`config.mk`:
```
export PLATFORM = sky130hd
export DESIGN_NAME = hilo_acc_unit_flat
export DESIGN_NICKNAME = d
export VERILOG_FILES = /design/src/rtl/hilo_acc_unit_if.sv /design/src/rtl/hilo_acc_unit.sv /design/src/flat_wrapper.sv
export SDC_FILE = /design/constraint.sdc
export NUM_CORES = 1
export LEC_CHECK = 0
export BUFFER_PORTS_ARGS = -buffer_cell sky130_fd_sc_hd__buf_2
export CELL_PAD_IN_SITES_DETAIL_PLACEMENT = 0
export CELL_PAD_IN_SITES_GLOBAL_PLACEMENT = 1
export CORE_MARGIN = 5
export CORE_UTILIZATION = 48
export DETAILED_ROUTE_END_ITERATION = 6
export PLACE_DENSITY = 0.95
export SLEW_MARGIN = 5
export SYNTH_ARGS = -nofsm -noshare
export SYNTH_HDL_FRONTEND = slang
export SYNTH_SLANG_ARGS = --single-unit
```
`constraint.sdc`:
```
create_clock -name clk -period 6.1 [get_ports clk]
set_input_delay 0.305 -clock clk [delete_from_list [all_inputs] [get_ports clk]]
set_output_delay 0.305 -clock clk [all_outputs]
set_load 0.005 [all_outputs]
```
`src/rtl/hilo_acc_unit_if.sv`:
```
// Bus between the execute/multiply stage and the HI/LO accumulate unit.
// The master is the pipeline (requester); the slave is hilo_acc_unit.
interface hilo_acc_unit_if #(
  parameter int unsigned DW = 32
);
  logic          op_valid;
  logic          op_ready;
  logic [1:0]    op;
  logic          we_hi;
  logic          we_lo;
  logic [DW-1:0] hi_i;
  logic [DW-1:0] lo_i;
  logic          flush;
  logic [DW-1:0] hi_o;
  logic [DW-1:0] lo_o;
  logic          done;

  modport master (
    output op_valid, op, we_hi, we_lo, hi_i, lo_i, flush,
    input  op_ready, hi_o, lo_o, done
  );

  modport slave (
    input  op_valid, op, we_hi, we_lo, hi_i, lo_i, flush,
    output op_ready, hi_o, lo_o, done
  );
endinterface

```
`src/rtl/hilo_acc_unit.sv`:
```
// HI/LO special-register unit: split MTHI/MTLO writes plus a two-cycle
// {HI,LO} +/- operand accumulate. The low half and its carry are computed
// on acceptance; the high half is folded in on the commit edge so both
// halves become architecturally visible together.
module hilo_acc_unit #(
  parameter int unsigned    DW     = 32,
  parameter logic [DW-1:0]  RST_HI = '0,
  parameter logic [DW-1:0]  RST_LO = '0
) (
  input logic              clk,
  input logic              rst,     // asynchronous, active-low
  hilo_acc_unit_if.slave   bus
);

  localparam logic [1:0] OP_WRITE = 2'b00;
  localparam logic [1:0] OP_ADD   = 2'b01;
  localparam logic [1:0] OP_SUB   = 2'b10;

  typedef enum logic {S_IDLE = 1'b0, S_ACC = 1'b1} state_t;

  state_t        r_state;
  state_t        w_state_next;
  logic [DW-1:0] r_hi;
  logic [DW-1:0] r_lo;
  logic [DW-1:0] r_tmp_hi;
  logic [DW-1:0] r_tmp_lo;
  logic          r_tmp_c;
  logic          r_done;

  logic          w_ready;
  logic          w_accept;
  logic          w_start_acc;
  logic          w_commit;
  logic          w_wr_hi;
  logic          w_wr_lo;
  logic          w_sub;
  logic [DW-1:0] w_lo_opnd;
  logic [DW-1:0] w_hi_opnd;
  logic [DW:0]   w_lo_sum;
  logic [DW-1:0] w_hi_sum;

  // Ready depends only on the state register, never on inputs.
  assign w_ready  = (r_state == S_IDLE);
  assign w_accept = bus.op_valid & w_ready & ~bus.flush;

  // Subtraction is two's complement: invert the operand and inject a
  // carry-in of one into the low half.
  assign w_sub     = (bus.op == OP_SUB);
  assign w_lo_opnd = w_sub ? ~bus.lo_i : bus.lo_i;
  assign w_hi_opnd = w_sub ? ~bus.hi_i : bus.hi_i;
  assign w_lo_sum  = {1'b0, r_lo} + {1'b0, w_lo_opnd} + {{DW{1'b0}}, w_sub};
  assign w_hi_sum  = r_hi + r_tmp_hi + {{(DW-1){1'b0}}, r_tmp_c};

  // Next-state and per-cycle control; op 11 is accepted but does nothing.
  always_comb begin
    w_state_next = r_state;
    w_start_acc  = 1'b0;
    w_commit     = 1'b0;
    w_wr_hi      = 1'b0;
    w_wr_lo      = 1'b0;
    case (r_state)
      S_IDLE: begin
        if (w_accept) begin
          if (bus.op == OP_WRITE) begin
            w_wr_hi = bus.we_hi;
            w_wr_lo = bus.we_lo;
          end else if (bus.op == OP_ADD || bus.op == OP_SUB) begin
            w_start_acc  = 1'b1;
            w_state_next = S_ACC;
          end
        end
      end
      S_ACC: begin
        // A flush here drops the pending accumulate without touching HI/LO.
        w_commit     = ~bus.flush;
        w_state_next = S_IDLE;
      end
      default: w_state_next = S_IDLE;
    endcase
  end

  // State register.
  always_ff @(posedge clk or negedge rst) begin
    if (!rst) r_state <= S_IDLE;
    else      r_state <= w_state_next;
  end

  // Capture the low-half result, its carry and the prepared high operand.
  always_ff @(posedge clk or negedge rst) begin
    if (!rst) begin
      r_tmp_hi <= '0;
      r_tmp_lo <= '0;
      r_tmp_c  <= 1'b0;
    end else if (w_start_acc) begin
      r_tmp_hi <= w_hi_opnd;
      r_tmp_lo <= w_lo_sum[DW-1:0];
      r_tmp_c  <= w_lo_sum[DW];
    end
  end

  // Architectural HI/LO: split writes in IDLE, joint commit out of ACC.
  always_ff @(posedge clk or negedge rst) begin
    if (!rst) begin
      r_hi <= RST_HI;
      r_lo <= RST_LO;
    end else if (w_commit) begin
      r_hi <= w_hi_sum;
      r_lo <= r_tmp_lo;
    end else begin
      if (w_wr_hi) r_hi <= bus.hi_i;
      if (w_wr_lo) r_lo <= bus.lo_i;
    end
  end

  // One-cycle completion pulse following a commit.
  always_ff @(posedge clk or negedge rst) begin
    if (!rst) r_done <= 1'b0;
    else      r_done <= w_commit;
  end

  assign bus.op_ready = w_ready;
  assign bus.hi_o     = r_hi;
  assign bus.lo_o     = r_lo;
  assign bus.done     = r_done;

endmodule

```
`src/flat_wrapper.sv`:
```
// flat-port wrapper written by rule: the top's interface ports become plain ports
module hilo_acc_unit_flat 
#(
  parameter int unsigned    DW     = 32,
  parameter logic [DW-1:0]  RST_HI = '0,
  parameter logic [DW-1:0]  RST_LO = '0
)
  (clk, rst, bus_op_valid, bus_op, bus_we_hi, bus_we_lo, bus_hi_i, bus_lo_i, bus_flush, bus_op_ready, bus_hi_o, bus_lo_o, bus_done);
  hilo_acc_unit_if #(.DW(DW)) bus_i ();
  input logic clk;
  input logic rst;
  input wire logic [$bits(bus_i.op_valid)-1:0] bus_op_valid;
  input wire logic [$bits(bus_i.op)-1:0] bus_op;
  input wire logic [$bits(bus_i.we_hi)-1:0] bus_we_hi;
  input wire logic [$bits(bus_i.we_lo)-1:0] bus_we_lo;
  input wire logic [$bits(bus_i.hi_i)-1:0] bus_hi_i;
  input wire logic [$bits(bus_i.lo_i)-1:0] bus_lo_i;
  input wire logic [$bits(bus_i.flush)-1:0] bus_flush;
  output wire logic [$bits(bus_i.op_ready)-1:0] bus_op_ready;
  output wire logic [$bits(bus_i.hi_o)-1:0] bus_hi_o;
  output wire logic [$bits(bus_i.lo_o)-1:0] bus_lo_o;
  output wire logic [$bits(bus_i.done)-1:0] bus_done;
  assign bus_i.op_valid = bus_op_valid;
  assign bus_i.op = bus_op;
  assign bus_i.we_hi = bus_we_hi;
  assign bus_i.we_lo = bus_we_lo;
  assign bus_i.hi_i = bus_hi_i;
  assign bus_i.lo_i = bus_lo_i;
  assign bus_i.flush = bus_flush;
  assign bus_op_ready = bus_i.op_ready;
  assign bus_hi_o = bus_i.hi_o;
  assign bus_lo_o = bus_i.lo_o;
  assign bus_done = bus_i.done;
  hilo_acc_unit #(.DW(DW), .RST_HI(RST_HI), .RST_LO(RST_LO)) u_core (.clk(clk), .rst(rst), .bus(bus_i));
endmodule
```
==> metrics.txt <==
Final Wtd Congestion 0.8822; DRT Wirelength 22060 um; DIE HEIGHT 147.0 um; Final Max Tran Viols 0; I/O pin count 138; count of input and output buffers 137; post-DR wirelength/cell 16.27 um; hold path cells 3; Synth area leaders dfrtp_1, ha_1, o21ai_0, mux2i_1, nand2_1; FF+latch count, synth 131; minimum clock period 3739 ps; CTS Sinks 131; Synth top area share 0.3639; Post-DP HPWL 15760 um; Async S/R FF share, synth 1.000; TNS Setup 0 ps; post-CTS sizing 0; vias 7566; maximum clock rate 267.5 MHz; Placeable Area 18580 sq um; Worst Tran Pin Value 1068 ps; WP buf/inv 2; Hold WC Path Type primary input to flip-flop; Clock transition at path regs 60 ps; die width 147.0 um; critical path fanouts, max 31; LEAKAGE 4.844 nW; largest net degree at the start of global routing 115; number of synthesized flops with an enable pin 0; clk root buf clkbuf_16; Syn Area/Cell 9.025 sq um; Design Area, Final 10440 sq um; slowest stage delay, CP 850 ps; Detailed Route Iter0 Violations 379; Max Cap Viol 0; vias in the first global route 7576; Post-Syn Nets 1140; Placed Area 9871 sq um; share of cells above drive strength 1 0.1667; Clk Latency, worst-skew pair 420 ps; top-count cell post-synth nand2_1; Cell variety after synth 52; crit share post-route 0.6129; outcome complete, no violations; Synth Instances 998; Final ANT Viol Nets 0; via/cell ratio 5.580; RSZ-0062 raised after global routing false; Worst path most repeated cell xor2_1; die area 21600 sq um; Worst path top cell family by delay compound AO/OA/AOI/OAI gates; synthesized cell area 9007 sq um; relative slew slack 0.2880; P&R area growth vs syn 15.88%; FP Rows 50; DRC Markers 0; crit path cell chain buf_2, inv_1, ha_2, xor2_1, ha_1, nor2b_1, o21a_1, o2111ai_1, a211oi_1, or3_4, a41oi_4, nor4b_1, a2111oi_2, xor2_1, o21ai_1; clock skew 11.49 ps; wire length of the first global-routing pass 37180 um; CP startpoint kind primary input; H-tree level count 4; Commonest cells post-synth nand2_1, o21ai_0, dfrtp_1, mux2i_1, ha_1; Crit. End Element flip-flop; Tot GR Track Use 0.2082; WP data required 6370 ps; initial antenna violation count 0; Initial Util 0.4848; number of buffers created by CTS 17; Critical Path AT 4010 ps; Setup WS post-layout 2361 ps; number of diodes 0; area leader, netlist dfrtp_1; Final setup viols 0; CP Class primary input to flip-flop; R2R cell count 12; CTS tree yes; Place WS 1918 ps; Post-synth top flop dfrtp_1; CP Depth 15; number of nets in the layout 1253; Hold Vio Cnt, Final 0; Clock Path Buffers 2; Peak VDD IR 0.0002186 V; Pwr Density 447.6 nW/um^2; slowest CP cell ha_2; yosys warns 0; sequential share of the synthesized area 0.3639; fin util 0.5618; Detailed Routing Iterations Pass 1 5; global route overflow 0
## path summary, 6_finish.rpt
path / from / end / slack [ps]
max: bus_op[0] / u_core.r_tmp_lo[28] / 2360
min: bus_hi_i[11] / u_core.r_tmp_hi[11] / 180
max reg2reg: u_core.bus.hi_o[0] / u_core.bus.hi_o[28] / 2550
min reg2reg: u_core.r_tmp_lo[23] / u_core.r_tmp_lo[23] / 480
max in group asynchronous: rst / u_core.bus.hi_o[28] / 4270
min in group asynchronous: rst / u_core.r_tmp_hi[11] / 390
## registers in the layout, summed over array words and instances, names as in the netlist
| signal | cells |
|---|---|
| u_core.r_tmp_c | 1 |
| u_core.bus.lo_o | 32 |
| u_core.r_tmp_lo | 32 |
| u_core.bus.hi_o | 32 |
| u_core.bus.done | 1 |
| u_core.r_state | 1 |
| u_core.r_tmp_hi | 32 |
## per-layer routing
| metal | wire length (um) | vias to the layer above | share of wire | track usage |
|---|---|---|---|---|
| met5 | 0 | - | 0 | 0 |
| met4 | 347 | 0 | 0.016 | 0.05732 |
| met3 | 1085 | 22 | 0.049 | 0.03701 |
| met2 | 10300 | 187 | 0.47 | 0.3436 |
| met1 | 10330 | 3603 | 0.47 | 0.2835 |
| li1 | - | 3754 | - | - |
## kinds of logic (layout without fill, tap and decap cells)
family | after synthesis | in the layout | share of synthesized area
compound gates | 296 | 296 | 0.1950
xor+xnor | 119 | 119 | 0.1157
fa+ha+maj | 70 | 70 | 0.09974
flops | 131 | 131 | 0.3639
mux | 69 | 69 | 0.07668
buf+inv | 67 | 191 | 0.02792
simple gates | 246 | 246 | 0.1210
## what timing repair did
action / CTS / global route
buffers inserted: 0 / 0
hold buffers: 1 / 0
hold endpoints to repair: 50 / 0
## metrics by stage
| stage | hold slack (ps) | cells | power [mW] |
|---|---|---|---|
| finish | 181.7 | 1356 | 4.672 |
| global route | 200.9 | 1356 | 5.074 |
| CTS | 166.9 | 1356 | 4.699 |
| detailed placement | 276.3 | 1325 | 3.679 |
| global placement | 269.0 | 1325 | 3.623 |
| floorplan | 9.409 | 998 | 3.049 |
## area by class of cell
cell class                 count  area, sq um
fill                        1708         8143
multi-input combinational    800         5499
clock buffer                  19        442.9
inverter                      17        63.81
sequential                   131         3278
clock inverter                11        113.9
timing repair buffer         144        747.0
tap                          234        292.8
## worst register-to-register path, stage by stage (launching register included)
cell and delay (ps):
dfrtp_1 440, fa_1 490, fa_1 410, a21o_1 190, a21o_1 200, a21oi_1 390, o21ai_0 200, a31oi_1 330
o21ai_1 180, a31oi_1 240, o21bai_1 100, xnor2_1 130, mux2i_1 80
## power breakdown
group,switching (mW),internal [mW]
Sequential,0.264,1.19
Combinational,1.22,1.01
Clock,0.382,0.602
Total,1.87,2.80
## placed cells by master (no fill, tap or decap), drive strengths merged, types with 8 or more instances in the layout
cell / n
nand2: 153
o21ai: 149
buf: 143
dfrtp: 131
mux2i: 69
ha: 67
xnor2: 64
a21oi: 60
xor2: 55
nor2: 26
a21o: 24
clkbuf: 19
inv: 17
nand3: 12
a211oi: 11
nor2b: 10
nand4: 9
o21bai: 9
o21a: 8
No activity file was read; power rests on OpenSTA's default activity.
